$ cat config.mk
export PLATFORM = sky130hd
export DESIGN_NAME = ddr_rd_arbiter
export DESIGN_NICKNAME = d
export VERILOG_FILES = /design/src/rtl/ddr_rd_arbiter.sv
export SDC_FILE = /design/constraint.sdc
export NUM_CORES = 1
export LEC_CHECK = 0
export CORE_AREA = 2 2 736 738
export CTS_CLUSTER_DIAMETER = 80
export CTS_CLUSTER_SIZE = 14
export DETAILED_ROUTE_END_ITERATION = 7
export DIE_AREA = 0 0 738 740
export PLACE_DENSITY = 0.31
export SLEW_MARGIN = 20
export SYNTH_ARGS = -nofsm -noshare
export SYNTH_HDL_FRONTEND = slang
export SYNTH_SLANG_ARGS = --single-unit
$ cat constraint.sdc
create_clock -name clk -period 11.2 [get_ports clk]
set_input_delay 2.8 -clock clk [delete_from_list [all_inputs] [get_ports clk]]
set_output_delay 2.8 -clock clk [all_outputs]
set_load 0.01 [all_outputs]
$ cat src/rtl/ddr_rd_arbiter.sv
`default_nettype none
// ============================================================================
//  Module   : ddr_rd_arbiter
//  Purpose  : Shares one DDR read-request channel between two requesters
//             (0 = PDU data mover, 1 = secondary client). Round-robin grant,
//             credit-based reservation of response-FIFO space, and in-order
//             steering of response beats back to the issuing requester.
//  Ports    : clk, rst                      - clock, sync active-high reset
//             req{0,1}_data/len/valid/ready - request inputs, ready = grant
//             ddr_rd_req_data/valid         - registered issued request
//             ddr_rd_req_almost_full        - DDR request backpressure
//             ddr_rd_resp_data/valid/ready  - DDR response beats
//             resp{0,1}_data/valid/ready    - routed response beats
//             credits_avail                 - free response credits
//             stat_grant0/1, stat_spurious  - statistics counters
//  Options  : DDR_RD_ARB_STATS_EN - build the statistics counters; when
//             undefined the stat_* outputs are tied to zero.
//  Revision : 1.0 - initial release
// ============================================================================
module ddr_rd_arbiter #(
  parameter int REQ_W       = 64,
  parameter int LEN_W       = 6,
  parameter int CREDITS     = 448,
  parameter int ORDER_DEPTH = 32
) (
  input  logic               clk,
  input  logic               rst,
  input  logic [REQ_W-1:0]   req0_data,
  input  logic [LEN_W-1:0]   req0_len,
  input  logic               req0_valid,
  output logic               req0_ready,
  input  logic [REQ_W-1:0]   req1_data,
  input  logic [LEN_W-1:0]   req1_len,
  input  logic               req1_valid,
  output logic               req1_ready,
  output logic [REQ_W-1:0]   ddr_rd_req_data,
  output logic               ddr_rd_req_valid,
  input  logic               ddr_rd_req_almost_full,
  input  logic [511:0]       ddr_rd_resp_data,
  input  logic               ddr_rd_resp_valid,
  output logic               ddr_rd_resp_ready,
  output logic [511:0]       resp0_data,
  output logic               resp0_valid,
  input  logic               resp0_ready,
  output logic [511:0]       resp1_data,
  output logic               resp1_valid,
  input  logic               resp1_ready,
  output logic [15:0]        credits_avail,
  output logic [31:0]        stat_grant0,
  output logic [31:0]        stat_grant1,
  output logic [31:0]        stat_spurious
);

  localparam int                c_AW       = (ORDER_DEPTH > 1) ? $clog2(ORDER_DEPTH) : 1;
  localparam logic [c_AW:0]     c_DEPTH    = (c_AW+1)'(ORDER_DEPTH);
  localparam logic [c_AW:0]     c_CNT_ONE  = (c_AW+1)'(1);
  localparam logic [c_AW-1:0]   c_PTR_ONE  = c_AW'(1);
  localparam logic [15:0]       c_CREDITS  = 16'(CREDITS);
  localparam logic [LEN_W-1:0]  c_LEN_ONE  = LEN_W'(1);
  localparam logic [LEN_W-1:0]  c_LEN_ZERO = '0;

  // Order FIFO: which requester owns each outstanding request, and its length
  logic [ORDER_DEPTH-1:0] r_ord_id;
  logic [LEN_W-1:0]       r_ord_len [ORDER_DEPTH];
  logic [c_AW-1:0]        r_wr_ptr;
  logic [c_AW-1:0]        r_rd_ptr;
  logic [c_AW:0]          r_count;
  logic [LEN_W-1:0]       r_beats_done;   // beats already delivered for the head
  logic [15:0]            r_credits;
  logic                   r_last;         // 1: requester 1 won most recently
  logic [REQ_W-1:0]       r_req_data;
  logic                   r_req_valid;

  logic                   w_fifo_full;
  logic                   w_head_vld;
  logic                   w_head_id;
  logic [LEN_W-1:0]       w_head_len;
  logic                   w_head_rdy;
  logic                   w_can_issue;
  logic                   w_elig0;
  logic                   w_elig1;
  logic                   w_gnt0;
  logic                   w_gnt1;
  logic [LEN_W-1:0]       w_gnt_len;
  logic [REQ_W-1:0]       w_gnt_data;
  logic                   w_push;
  logic                   w_beat;
  logic                   w_pop;
  logic [16:0]            w_cred_next;

  assign w_fifo_full = (r_count == c_DEPTH);
  assign w_head_vld  = (r_count != '0);
  assign w_head_id   = r_ord_id[r_rd_ptr];
  assign w_head_len  = r_ord_len[r_rd_ptr];

  // Grants are suppressed while in reset so ready never pulses then
  assign w_can_issue = !rst && !w_fifo_full && !ddr_rd_req_almost_full;
  assign w_elig0     = w_can_issue && req0_valid && (16'(req0_len) <= r_credits);
  assign w_elig1     = w_can_issue && req1_valid && (16'(req1_len) <= r_credits);

  // With both eligible, the requester that did not win last time goes
  assign w_gnt0      = w_elig0 && (!w_elig1 || r_last);
  assign w_gnt1      = w_elig1 && (!w_elig0 || !r_last);
  assign req0_ready  = w_gnt0;
  assign req1_ready  = w_gnt1;

  assign w_gnt_len   = w_gnt1 ? req1_len  : req0_len;
  assign w_gnt_data  = w_gnt1 ? req1_data : req0_data;
  // Zero-length requests are acknowledged but never reach DDR
  assign w_push      = (w_gnt0 || w_gnt1) && (w_gnt_len != c_LEN_ZERO);

  assign w_head_rdy  = w_head_id ? resp1_ready : resp0_ready;
  assign w_beat      = w_head_vld && ddr_rd_resp_valid && w_head_rdy;
  assign w_pop       = w_beat && (r_beats_done == (w_head_len - c_LEN_ONE));

  assign resp0_valid = w_head_vld && !w_head_id && ddr_rd_resp_valid;
  assign resp1_valid = w_head_vld &&  w_head_id && ddr_rd_resp_valid;
  assign resp0_data  = resp0_valid ? ddr_rd_resp_data : '0;
  assign resp1_data  = resp1_valid ? ddr_rd_resp_data : '0;
  // With nothing outstanding any arriving beat is accepted and discarded
  assign ddr_rd_resp_ready = w_head_vld ? w_head_rdy : ddr_rd_resp_valid;

  // One extra bit so an underflow shows up as bit 16 set
  assign w_cred_next = {1'b0, r_credits}
                     - (w_push ? 17'(w_gnt_len) : 17'd0)
                     + (w_beat ? 17'd1 : 17'd0);

  assign ddr_rd_req_data  = r_req_data;
  assign ddr_rd_req_valid = r_req_valid;
  assign credits_avail    = r_credits;

  always_ff @(posedge clk) begin
    if (rst) begin
      r_req_data   <= '0;
      r_req_valid  <= 1'b0;
      r_last       <= 1'b1;
      r_credits    <= c_CREDITS;
      r_wr_ptr     <= '0;
      r_rd_ptr     <= '0;
      r_count      <= '0;
      r_beats_done <= '0;
    end else begin
      r_req_valid <= w_push;
      if (w_push) begin
        r_req_data <= w_gnt_data;
        r_wr_ptr   <= r_wr_ptr + c_PTR_ONE;
      end
      if (w_gnt0 || w_gnt1) begin
        r_last <= w_gnt1;
      end
      r_credits <= w_cred_next[15:0];
      if (w_pop) begin
        r_rd_ptr     <= r_rd_ptr + c_PTR_ONE;
        r_beats_done <= '0;
      end else if (w_beat) begin
        r_beats_done <= r_beats_done + c_LEN_ONE;
      end
      case ({w_push, w_pop})
        2'b10:   r_count <= r_count + c_CNT_ONE;
        2'b01:   r_count <= r_count - c_CNT_ONE;
        default: r_count <= r_count;
      endcase
    end
  end

  // Storage needs no reset; occupancy is tracked by the pointers
  always_ff @(posedge clk) begin
    if (w_push) begin
      r_ord_id[r_wr_ptr]  <= w_gnt1;
      r_ord_len[r_wr_ptr] <= w_gnt_len;
    end
  end

  always_ff @(posedge clk) begin
    if (!rst) begin
      assert (!w_cred_next[16]);
      assert (w_cred_next[15:0] <= c_CREDITS);
    end
  end

`ifdef DDR_RD_ARB_STATS_EN
  logic        w_spurious;
  logic [31:0] r_stat_g0;
  logic [31:0] r_stat_g1;
  logic [31:0] r_stat_sp;

  assign w_spurious = !w_head_vld && ddr_rd_resp_valid;

  always_ff @(posedge clk) begin
    if (rst) begin
      r_stat_g0 <= '0;
      r_stat_g1 <= '0;
      r_stat_sp <= '0;
    end else begin
      if (w_push && !w_gnt1) r_stat_g0 <= r_stat_g0 + 32'd1;
      if (w_push &&  w_gnt1) r_stat_g1 <= r_stat_g1 + 32'd1;
      if (w_spurious)        r_stat_sp <= r_stat_sp + 32'd1;
    end
  end

  assign stat_grant0   = r_stat_g0;
  assign stat_grant1   = r_stat_g1;
  assign stat_spurious = r_stat_sp;
`else
  assign stat_grant0   = '0;
  assign stat_grant1   = '0;
  assign stat_spurious = '0;
`endif

endmodule
`default_nettype wire
Word level (Yosys, flattened, before mapping)
Memories as Yosys holds them, arrays and structs flattened. A register that Yosys moved wholly into a read port is not among the register bits.
Index checks and enable logic that the tools add are counted.
Widths: inputs -> output; s select.

storage, ports and cells
  bits in registers = 136
  RAM bits = 192
  output and inout port bits = 1206
  memories kept = 1

memory list
  memory     depth  width  rd ports  clocked after memory_dff  write ports  line  RTL
  r_ord_len  32     6      1         1                         1            64    logic [LEN_W-1:0] r_ord_len [ORDER_DEPTH];

operators by class
  $add $sub $neg = 8
  order comparisons = 5
  eq/ne operators = 4
  muxes and demuxes = 18
  reductions and logical operators = 31

operator list
  operator             number
  $mux 512             2
  $mux 64              1
  $bwmux 32            1
  $le 6x16->1          2
  $logic_and 1x1->1    17
  $add 16x1->16        1
  $sub 16x6->16        1
  $add 6x1->6 const B  2
  $lt 5x6->1 const B   2
  $mux 6               2
  $pmux 6 s2           1
  $reduce_bool 6->1    2
  $sub 6x1->6 const B  2
  $add 5x1->5 const B  2
  $mux 5               2
  $logic_not 1->1      7
  $mux 1               7
  $eq 6x6->1           1
  $eq 6x6->1 const B   1
  $bmux 1 s5           1
  $demux 1 s5          1
  $ge 5x1->1 const B   1
  $logic_or 1x1->1     3
  $eq 2x1->1 const B   1
  other kinds (3)      3

Logic depth before layout (Yosys ltp)
  word-level depth = 15
  depth in mapped cells = 28
  mapped depth without buffers = 26

Worst setup path after synthesis
No wires, ideal clock.

  path type = input to register
  start = in req1_len[1]
  end = reg r_credits[14] (netlist: credits_avail[14])
  library setup time = 128 ps
  arrival time = 8472 ps
  data required time = 11072 ps
  path slack = 2600 ps
  stages on the path = 26
  cell sequence = ha_1 > nor2b_1 > o21ai_0 > nand2b_1 > a2111oi_0 > o311ai_0 > nand2b_1 > clkbuf_1 > clkbuf_1 > o21ai_0 > nor2b_1 > ha_1 > inv_1 > ha_1 > inv_1 > fa_1 > nor2b_1 > o21ai_0 > a21oi_1 > o21ai_0 > a21boi_0 > o21ai_0 > a31oi_1 > a31oi_1 > xor2_1 > nor2_1

on the way
  elaborated cells on any way between the ends = 13
  classes of those cells = add/sub: 2; order compare: 1; mux: 2; reduce/logical: 8

RTL lines
  element                line  RTL
  from (decl)            33    input logic [LEN_W-1:0] req1_len,
  $le 6x16->1 (*)        99    assign w_elig1 = w_can_issue && req1_valid && (16'(req1_len) <= r_credits);
  $logic_and 1x1->1 (*)  99
  $logic_and 1x1->1 (*)  103   assign w_gnt1 = w_elig1 && (!w_elig0 || !r_last);
  $mux 6 (*)             107   assign w_gnt_len = w_gnt1 ? req1_len : req0_len;
  net w_gnt_len[0]       84    logic [LEN_W-1:0] w_gnt_len;
  $reduce_bool 6->1      110   assign w_push = (w_gnt0 || w_gnt1) && (w_gnt_len != c_LEN_ZERO);
  $logic_and 1x1->1      110
  $mux 6 (*)             125   - (w_push ? 17'(w_gnt_len) : 17'd0)
  $sub 16x6->16 (*)      125
  $add 16x1->16 (*)      126   + (w_beat ? 17'd1 : 17'd0);
  to (signal assigned)   137   r_credits <= c_CREDITS;
  to (signal assigned)   151   r_credits <= w_cred_next[15:0];
  to (decl)              69    logic [15:0] r_credits;

The timed path passes the listed nets; every way through them passes the cells marked *.
A chain may end at the register's enable or synchronous reset.

Worst setup path in the final report
  start = in req0_len[1]
  end = out req1_ready

on the way
  word-level cells in the longest chain between the ends = 5

RTL lines
  element            line  RTL
  from (decl)        29    input logic [LEN_W-1:0] req0_len,
  $le 6x16->1        98    assign w_elig0 = w_can_issue && req0_valid && (16'(req0_len) <= r_credits);
  $logic_and 1x1->1  98
  $logic_not 1->1    103
  $logic_or 1x1->1   103
  $logic_and 1x1->1  103
  to (decl)          35    output logic req1_ready,

Every way passes these cells.

==> results.sh <==
export IMPL_cts_hold_fix_buffers=0
export IMPL_rsz0062_at_grt="no"
export IMPL_cpMostUsedCell="clkdlybuf4s50_1"
export IMPL_fmaxAchievable_mhz=99.7
export IMPL_post_cts_resized=0
export IMPL_syn_cell_area_sq_mm=0.0224
export IMPL_crit_path_start_kind="input port"
export IMPL_tns_ns=0
export IMPL_rr_startpoint="credits_avail[1]"
export IMPL_worst_ep_required_time_ns=8.40
export IMPL_async_reset_ff_share_pct=0
export IMPL_synth_top_area_cell="edfxtp_1"
export IMPL_synth_top_family_by_area="simple AND/OR/NAND/NOR gates"
export IMPL_drive_above_1_share_pct=5.77
export IMPL_track_usage_pct=15.0
export IMPL_start_util_pct=4.15
export IMPL_root_buffer="clkbuf_16"
export IMPL_viasPerCell=2.37
export IMPL_status="finished, final reports clean"
export IMPL_clkSinkCount=333
export IMPL_die_area_sq_mm=0.546
export IMPL_insertion_delay_ns=0.65
export IMPL_arrival_ns=7.23
export IMPL_grt_overflow=0
export IMPL_finalClockSkew_ns=0.0528
export IMPL_grt_pass1_wl_microns=485000
export IMPL_synth_area_leaders="edfxtp_1 30%, and2_1 29%, dfxtp_1 9.7%, mux4_2 3.9%, buf_4 3.2%"
export IMPL_place_gp_congestion=0.891
export IMPL_cp_num_cells=10
export IMPL_slew_headroom_pct=22.4
export IMPL_wire_per_inst_microns=37.2
export IMPL_yosysTopAreaCellShare_pct=30.1
export IMPL_cts_tree="built"
export IMPL_rows=270
export IMPL_vias=27211
export IMPL_cts_buffer_depth=3
export IMPL_place_detailed_hpwl_microns=397000
export IMPL_core_sq_mm=0.539
export IMPL_antenna_found_initial=362
export IMPL_hold_end="ddr_rd_req_data[1]"
export IMPL_tightest_slew_ns=1.16
export IMPL_clk_pin_slew_worst_paths_ns=0.07
export IMPL_synth_ff_type="edfxtp_1"
export IMPL_wirelength_microns=428000
export IMPL_drt_first_iter_violations=1802
export IMPL_criticalPathCategory="input port to output pin"
export IMPL_fin_total_pwr_uw=4060
export IMPL_cts_setup_buffers=0
export IMPL_critical_path_top_delay_family="buffers and inverters"
export IMPL_power_per_cell_area_mw_per_mm2=81.6
export IMPL_die_h_microns=740
export IMPL_synthCells=2421
export IMPL_synth_edf_count=224
export IMPL_fin_crit_ns=10.03
export IMPL_die_x_microns=738
export IMPL_ant_nets=0
export IMPL_whs_ns=0.500
export IMPL_finalHoldViolations=0
export IMPL_synthAdderAreaFrac_pct=2.97
export IMPL_crit_slowest_cell="clkdlybuf4s50_1"
export IMPL_r2r_end="credits_avail[15]"
export IMPL_slowest_delay_ns=0.83
export IMPL_synth_simple_area_share_pct=36.7
export IMPL_cp_end_kind="output pin"
export IMPL_avgSynthCellArea_sq_um=9.25
export IMPL_io_pins=1866
export IMPL_drt_drc_violations_left=0
export IMPL_ys_types=67
export IMPL_setup_violations=0
export IMPL_nets=4816
export IMPL_reg2reg_setup_slack_ns=4.29
export IMPL_crit_buf_inv=3
export IMPL_ff2ff_path_depth=23
export IMPL_hold_path_class="flip-flop to flip-flop"
export IMPL_synth_most_common_cell="and2_1"
export IMPL_slew_viol_final=0
export IMPL_min_period_over_period_pct=89.5
export IMPL_p_leak_uw=0.0156
export IMPL_holdPathStages=2
export IMPL_num_fill_cells=62601
export IMPL_muxShareOfSynthArea_pct=6.79
export IMPL_syn_to_final_growth_pct=122
export IMPL_synth_xor_area_share_pct=1.17
export IMPL_io_buffer_count=1769
export IMPL_crit_path_cell_trace="clkdlybuf4s50_1 > ha_1 > nor2b_1 > o21ai_0 > nand2b_1 > a2111oi_0 > o211ai_1 > nand2b_4 > clkinv_2 > clkdlybuf4s50_1"
export IMPL_ir_drop_v=0.0000925
export IMPL_max_cap_violations=0
export IMPL_synth_compound_area_share_pct=5.33
export IMPL_hp_start="ddr_rd_req_data[1]"
export IMPL_drt_pass1_iter_count=5
export IMPL_htreeDepth=1
export IMPL_synth_common_cells="1,027 x and2_1, 224 x edfxtp_1, 165 x nand2_1, 152 x clkbuf_1, 143 x nor2_1"
export IMPL_synth_seq_cells=333
export IMPL_worstPathMaxFanout=41
export IMPL_grt_start_max_net_pins=153
export IMPL_numCtsBuffers=30
export IMPL_yosys_warnings=0
export IMPL_grt_pass1_vias=26258
export IMPL_yosysSeqAreaShare_pct=39.8
## registers in the layout, indices dropped and copies added, names as in the netlist, named ones only
signal,cells
r_count,6
credits_avail,16
r_rd_ptr,5
r_wr_ptr,5
r_ord_len,192
r_ord_id,32
ddr_rd_req_valid,1
ddr_rd_req_data,64
r_last,1
r_beats_done,6
## report_power, final
group	total [uW]	switching, uW	internal (uW)
clock network	1050	518	529
logic	1610	969	643
registers	1400	41.2	1360
total	4060	1530	2530
## through the flow
step / cells / setup slack (ns) / area (sq um) / util [%]
after floorplan: 2516 / 2.60 / 22700 / -
after global placement: 11280 / 0.716 / 48500 / 8.99
after detailed placement: 11280 / 0.955 / 48400 / 8.99
after CTS: 11336 / 0.928 / 49300 / 9.16
after global routing: 11413 / 0.830 / 49500 / 9.20
final: 11494 / 1.17 / 49700 / 9.23
## layout by cell type (no fill, tap or decap), drive strengths merged, types with 9 or more instances in the layout
cell type and instances:
a311oi 66, clkbuf 49, xnor2 13, nand2 165
nand3 18, nor2 143, a22oi 9, buf 121
a21oi 24, ha 50, dfxtp 109, mux4 42
nor2b 11, xor2 16, conb 96, nand2b 13
o21ai 20, inv 44, edfxtp 224, diode 158
nor3 15, mux2i 48, clkdlybuf4s50 1711, and2 1027
## worst reg2reg max path: cells and delay by family, from the launching register on
family | cells | cell delay, ns
AO/OA/AOI/OAI | 11 | 3.13
adder cells (fa/ha/maj) | 3 | 0.86
buffers and inverters | 3 | 1.15
flip-flops | 1 | 0.50
AND/OR/NAND/NOR | 6 | 1.22
## per-layer routing
| layer | vias up | routed length [microns] | share of wire, % | global-route usage [%] |
|---|---|---|---|---|
| met4 | 60 | 6610 | 1.5 | 1.26 |
| li1 | 11372 | - | - | - |
| met3 | 426 | 36600 | 8.6 | 4.80 |
| met1 | 13390 | 161000 | 38 | 16.8 |
| met2 | 1963 | 223000 | 52 | 28.3 |
| met5 | - | 428 | 0.10 | 0 |
## cell families after synthesis
| group | Yosys count |
|---|---|
| xor+xnor | 29 |
| buf+inv | 319 |
| flops | 333 |
| compound gates | 158 |
| other cells | 1 |
| simple gates | 1432 |
| mux | 97 |
| fa+ha+maj | 52 |
## worst max path at each step
stage	start	slack, ns	to
after floorplan	req1_len[1]	2.60	credits_avail[14]
after global placement	req0_len[1]	0.72	req1_ready
after detailed placement	req0_len[1]	0.95	req1_ready
after CTS	req0_len[1]	0.93	req1_ready
after global routing	req0_len[1]	0.83	req1_ready
final	req0_len[1]	1.17	req1_ready
## layout make-up
cell class / instances / area (sq um) / share of cell area, %
diodes: 158 / 395 / 0.795
clock buffers: 49 / 853 / 1.72
clock inverters: 7 / 80.1 / 0.161
inverters: 43 / 163 / 0.327
multi-input cells: 1864 / 12300 / 24.6
flip-flops and latches: 333 / 8920 / 17.9
well taps: 7208 / 9020 / 18.1
repair buffers: 1832 / 18100 / 36.3
Power figures use the tool's default switching activity.
